`config.mk`:
```
export PLATFORM = sky130hd
export DESIGN_NAME = vga_timing_gen
export DESIGN_NICKNAME = d
export VERILOG_FILES = /design/src/rtl/vga_timing_gen.sv
export SDC_FILE = /design/constraint.sdc
export NUM_CORES = 1
export LEC_CHECK = 0
export BUFFER_PORTS_ARGS = -buffer_cell sky130_fd_sc_hd__buf_2
export CORE_MARGIN = 4
export CORE_UTILIZATION = 57
export DETAILED_ROUTE_END_ITERATION = 7
export PLACE_DENSITY = 0.94
export SLEW_MARGIN = 20
export SYNTH_ARGS = -nofsm -noshare
export SYNTH_HDL_FRONTEND = slang
export SYNTH_SLANG_ARGS = --single-unit
export TNS_END_PERCENT = 100
```
`constraint.sdc`:
```
create_clock -name vga_clk -period 3.4 [get_ports vga_clk]
set_input_delay 0.34 -clock vga_clk [delete_from_list [all_inputs] [get_ports vga_clk]]
set_output_delay 0.34 -clock vga_clk [all_outputs]
set_load 0.02 [all_outputs]
```
`src/rtl/vga_timing_gen.sv`:
```
// vga_timing_gen: 640x480 raster counters with sync/blank decode and a
// PIPE_DELAY-deep delay on hs/vs/blank_d to line up with registered RGB.
module vga_timing_gen #(
  parameter int H_VISIBLE  = 640,
  parameter int H_FRONT    = 16,
  parameter int H_SYNC     = 96,
  parameter int H_BACK     = 48,
  parameter int V_VISIBLE  = 480,
  parameter int V_FRONT    = 10,
  parameter int V_SYNC     = 2,
  parameter int V_BACK     = 33,
  parameter int PIPE_DELAY = 2
) (
  input  logic       vga_clk,
  input  logic       reset_n,
  output logic [9:0] DrawX,
  output logic [9:0] DrawY,
  output logic       blank,
  output logic       blank_d,
  output logic       hs,
  output logic       vs,
  output logic       frame_start,
  output logic       vblank_start,
  output logic [7:0] frame_count
);
  localparam int H_TOTAL = H_VISIBLE + H_FRONT + H_SYNC + H_BACK;
  localparam int V_TOTAL = V_VISIBLE + V_FRONT + V_SYNC + V_BACK;
  localparam logic [10:0] H_VIS = 11'(H_VISIBLE);
  localparam logic [10:0] H_SS  = 11'(H_VISIBLE + H_FRONT);
  localparam logic [10:0] H_SE  = 11'(H_VISIBLE + H_FRONT + H_SYNC);
  localparam logic [10:0] V_VIS = 11'(V_VISIBLE);
  localparam logic [10:0] V_SS  = 11'(V_VISIBLE + V_FRONT);
  localparam logic [10:0] V_SE  = 11'(V_VISIBLE + V_FRONT + V_SYNC);
  logic [9:0] x_q, x_d, y_q, y_d;
  logic [7:0] fc_q, fc_d;
  logic       x_end, y_end, hs_raw, vs_raw;
  always_comb begin
    x_end = x_q == 10'(H_TOTAL - 1);
    y_end = y_q == 10'(V_TOTAL - 1);
    x_d   = x_end ? 10'd0 : x_q + 10'd1;
    y_d   = x_end ? (y_end ? 10'd0 : y_q + 10'd1) : y_q;
    fc_d  = (x_end && y_end) ? fc_q + 8'd1 : fc_q;
  end
  always_ff @(posedge vga_clk or negedge reset_n)
    if (!reset_n) begin
      x_q  <= '0;
      y_q  <= '0;
      fc_q <= '0;
    end else begin
      x_q  <= x_d;
      y_q  <= y_d;
      fc_q <= fc_d;
    end
  always_comb begin
    blank        = ({1'b0, x_q} < H_VIS) && ({1'b0, y_q} < V_VIS);
    hs_raw       = !(({1'b0, x_q} >= H_SS) && ({1'b0, x_q} < H_SE));
    vs_raw       = !(({1'b0, y_q} >= V_SS) && ({1'b0, y_q} < V_SE));
    frame_start  = (x_q == 10'd0) && (y_q == 10'd0);
    vblank_start = (x_q == 10'd0) && ({1'b0, y_q} == V_VIS);
  end
  assign DrawX       = x_q;
  assign DrawY       = y_q;
  assign frame_count = fc_q;
  // Each stage carries {blank, hs, vs}; idle value keeps syncs inactive after reset.
  generate
    if (PIPE_DELAY == 0) begin : g_direct
      assign {blank_d, hs, vs} = {blank, hs_raw, vs_raw};
    end else begin : g_pipe
      logic [PIPE_DELAY-1:0][2:0] p_q, p_d;
      always_comb begin
        p_d    = p_q;
        p_d[0] = {blank, hs_raw, vs_raw};
        for (int i = 1; i < PIPE_DELAY; i++) p_d[i] = p_q[i-1];
      end
      always_ff @(posedge vga_clk or negedge reset_n)
        if (!reset_n) p_q <= {PIPE_DELAY{3'b011}};
        else p_q <= p_d;
      assign {blank_d, hs, vs} = p_q[PIPE_DELAY-1];
    end
  endgenerate
endmodule
```
==> results.md <==
Route:
- The routed wire length per instance is 17.08 um.
- The total iterations of the first detailed-routing run is 4.
- The post-detailed-route via-to-cell ratio is just over 6.
- In the routed design, unresolved DRC markers number 0.
- For this block, the initial DRC count from the detailed router was 52.
- The total wire length after detailed routing is 3.723 mm.
- The count of nets left with antenna violations once routing finished came out at 0.
- The total via count after detailed routing is 1317.

Global routing:
- The number of global-route vias before repair is 1357.
- The global routing usage on met2 is between 30% and 40%.
- Global routing used between 20% and 30% of the available tracks.
- For met3 alone, demand over resource in global routing was 5.785%.
- The overflow left after global routing is 0.
- Entering global routing, the biggest net connects 35 pins.
- The initial antenna violation count came to 0.
- The first global-routing pass estimated approximately 6 mm of wire.
- For met1 alone, demand over resource in global routing was 26.41%.
- The layer flagged by global routing as most heavily used is met2.

Die:
- The initial core utilization is 59.85%.
- Measured along the y axis, the die boundary spans roughly 60 um.
- The width of the die is 61.81 um.
- The floorplan step defined a core boundary enclosing 0.002758 sq mm.
- The I/O pin total is 36.
- In this run the core area contains 19 standard-cell rows.
- The die covers 0.003820 sq mm.

Critical path:
- In this run the critical register-to-register path is launched from DrawY[4].
- The worst reg-to-reg setup slack is 1.19 ns.
- Data on the critical path is required at its endpoint by 3.06 ns.
- The largest fanout on the critical path is 5.
- STA classifies the critical path endpoint as a primary output.
- For the worst setup path, the data arrival time is around 2 ns.
- In this run the critical register-to-register path is captured at frame_count[1].
- The worst setup path endpoint is vblank_start.
- By startpoint and endpoint, the worst setup path is classified as flip-flop to primary output.
- The startpoint kind of the worst setup timing path is a flip-flop.
- The critical path launch point is DrawY[0].
- The cell count of the worst reg-to-reg path is 4.

Power:
- The power after layout is around 0.00065 W.
- In this run the static leakage power is 0.9394 nW.
- The total power divided by cell area is roughly 340 mW/mm^2.
- The highest ir drop seen on vdd is approximately 260 uV.

Min path:
- The min-delay analysis places its worst path in the category primary input to async pin.

CTS:
- The clock reaches the later pin of the worst-skew pair after 0.34 ns.
- No sink is reached through more buffers than the 2 on the longest clock path.
- The number of setup buffers added after CTS is 0.
- The depth of the CTS H-tree is 2.
- The master cell of the clock root buffer is clkbuf_4.
- Buffers inserted during clock tree synthesis total 5.
- The tree built by TritonCTS fans out to 34 sinks.
- The count of cells resized by post-cts repair is 0.
- After clock tree synthesis, the clock-pin slew on the worst setup and hold paths is approximately 0.11 ns.
- The number of buffers inserted for hold repair after clock tree synthesis is 0.
- The clock tree from TritonCTS is yes.

Place:
- Port buffering added 35 buffers.
- The routability congestion estimate is 0.8804.
- The half-perimeter wire length after placement is 2.672 mm.
- In this run the cell area measured after placement is roughly 0.0018 sq mm.

Job:
- The count of max-cap constraint violations is 0.

Synthesis:
- Counting flops with a built-in enable in the synthesized netlist gives 0.
- The synthesized netlist occupies a cell area of 0.001650 sq mm.
- The number of unique standard cell types used by synthesis is 38.
- By area the synthesized netlist is led by dfrtp_1 45%, dfstp_2 6.4%, xnor2_1 4.8%.
- The largest total area in the synthesized netlist belongs to dfrtp_1.
- Sequential elements use between 50% and 60% of the synthesized area.
- The number of nets in the synthesized netlist is around 160.
- The gate count of the mapped netlist is 148.
- The mean instance size in the synthesized netlist is 11.15 sq um.
- The fraction of post-synthesis cell area in the top cell type by area is between 40 and 50%.
- The synthesis warning total is 0.
- Of all flip-flops after synthesis, the portion carrying an async set or reset was 100.0%.
- For this run, the leading register cell type out of synthesis is dfrtp_1.
- The total of flip-flops plus latches after synthesis is 34.

Layout:
- Compared with the post-synthesis result, the final layout area differs by 15.01%.
- The area of all placed cells without fillers is approximately 0.0019 sq mm.
- The most common cell after layout, fill and taps aside is buf_2.
- 0 antenna diodes ended up in the layout.
- The post-layout net count is 193.
- The filler cells instantiated in the layout total 208.
- The fraction of final layout cells sized beyond drive strength 1 is a little under a third.
- The top cell types in the final layout, fill and taps aside, are 35 x buf_2, 30 x dfrtp_1, 12 x nand3_1.
- The utilization of the core after routing is 68.83%.

Run status:
- The flow ran to the end, and the final reports show no timing, DRC or antenna violations.

STA:
- The smallest clock period supported by the final layout is computed as 2.398 ns.
- Based on the critical path, the design can be clocked at up to 417.0 MHz.
- Setup repair after global routing left no endpoint under its margin.
- The setup total negative slack is 0 ns.
- The post-route fraction of the period consumed by the critical path is 70.54%.
- The final hold violation count is 0.
- Setup violations remaining at the end of the flow were counted as 0.
- Across the routed clock network, the largest skew measured is between 0.01 and 0.015 ns.
- The final number of max-transition violations is 0.
- Headroom to the max-slew limit came out at 51.21%.
- The transition at the pin with the smallest max-transition slack is between 0.7 and 0.8 ns.
- Final hold analysis gives a worst-case slack of 0.04412 ns.
-- registers in the layout, indices dropped and copies added, names as in the netlist --
signal,flops
DrawX,10
DrawY,10
blank_d,1
frame_count,8
g_pipe.p_d,3
hs,1
vs,1
-- cells by family (layout without fill, tap and decap cells) --
kind of cell / Yosys count / in the layout / share of synthesized area [%]
muxes: 3 / 3 / 2.047
buffers and inverters: 10 / 49 / 2.957
DFF: 34 / 34 / 51.86
and+or+nand+nor: 66 / 66 / 25.70
xor gates and xnor gates: 16 / 16 / 8.492
adders and majority gates: 5 / 5 / 3.791
AOI/OAI and AO/OA: 14 / 14 / 5.155
-- final cells by class --
class / instances / area (sq um) / area share, %
clock buffers: 7 / 55.05 / 2.900
repair buffers: 35 / 175.2 / 9.229
well taps: 31 / 38.79 / 2.044
flip-flops and latches: 34 / 855.8 / 45.09
multi-input cells: 104 / 745.7 / 39.29
inverters: 6 / 22.52 / 1.187
clock inverters: 1 / 5.005 / 0.2637
-- cell usage after synthesis, types with 2 or more instances --
| cell | count |
|---|---|
| xor2_1 | 7 |
| a21oi_1 | 2 |
| dfrtp_1 | 30 |
| and4_1 | 2 |
| clkbuf_1 | 2 |
| nand3_1 | 12 |
| nor4_1 | 4 |
| o31ai_1 | 2 |
| nor2_1 | 9 |
| nor2b_1 | 2 |
| or3_1 | 4 |
| xnor2_1 | 9 |
| nor3_1 | 3 |
| and3_1 | 5 |
| inv_1 | 6 |
| mux2_2 | 2 |
| nand2_1 | 4 |
| o21ai_0 | 7 |
| nor3_2 | 2 |
| nand4_1 | 9 |
| ha_1 | 5 |
| dfstp_2 | 4 |
-- critical path, cell delays in order, from the launching register on --
cell and delay [ns]:
dfrtp_1 0.44, inv_1 0.12, ha_1 0.18, nand2_1 0.05, nor3_1 0.16, nand3_1 0.16
nor4_1 0.36, buf_2 0.25
-- through the flow --
stage          std cells  setup slack [ns]
3_3_place_gp         210             1.311
2_1_floorplan        148             1.301
4_1_cts              218             1.075
3_5_place_dp         210             1.224
5_1_grt              218            0.9273
6_report             218             1.002
-- report_power, final --
part	leakage [nW]	internal, W	total (W)	switching [W]
clock network	0.0353	0.000100	0.000234	0.000134
logic	0.468	0.000000413	0.00000772	0.00000730
registers	0.436	0.000404	0.000404	0
total	0.939	0.000505	0.000646	0.000141
-- routing by layer --
metal / wire length, um / up-vias
met2: 1849 / 56
met5: 0 / -
li1: - / 610
met4: 153 / 0
met3: 235 / 19
met1: 1484 / 632
-- how the worst min path moves through the flow --
stage	start	to	slack [ns]	cells past startpoint
4_1_cts	reset_n	DrawY[7]	0.07	1
6_report	reset_n	DrawY[7]	0.04	1
5_1_grt	reset_n	DrawY[7]	0.09	1
3_3_place_gp	g_pipe.p_d[5]	blank_d	0.34	0
2_1_floorplan	reset_n	DrawX[0]	0.04	0
3_5_place_dp	g_pipe.p_d[5]	blank_d	0.34	0
Power figures use the tool's default switching activity.
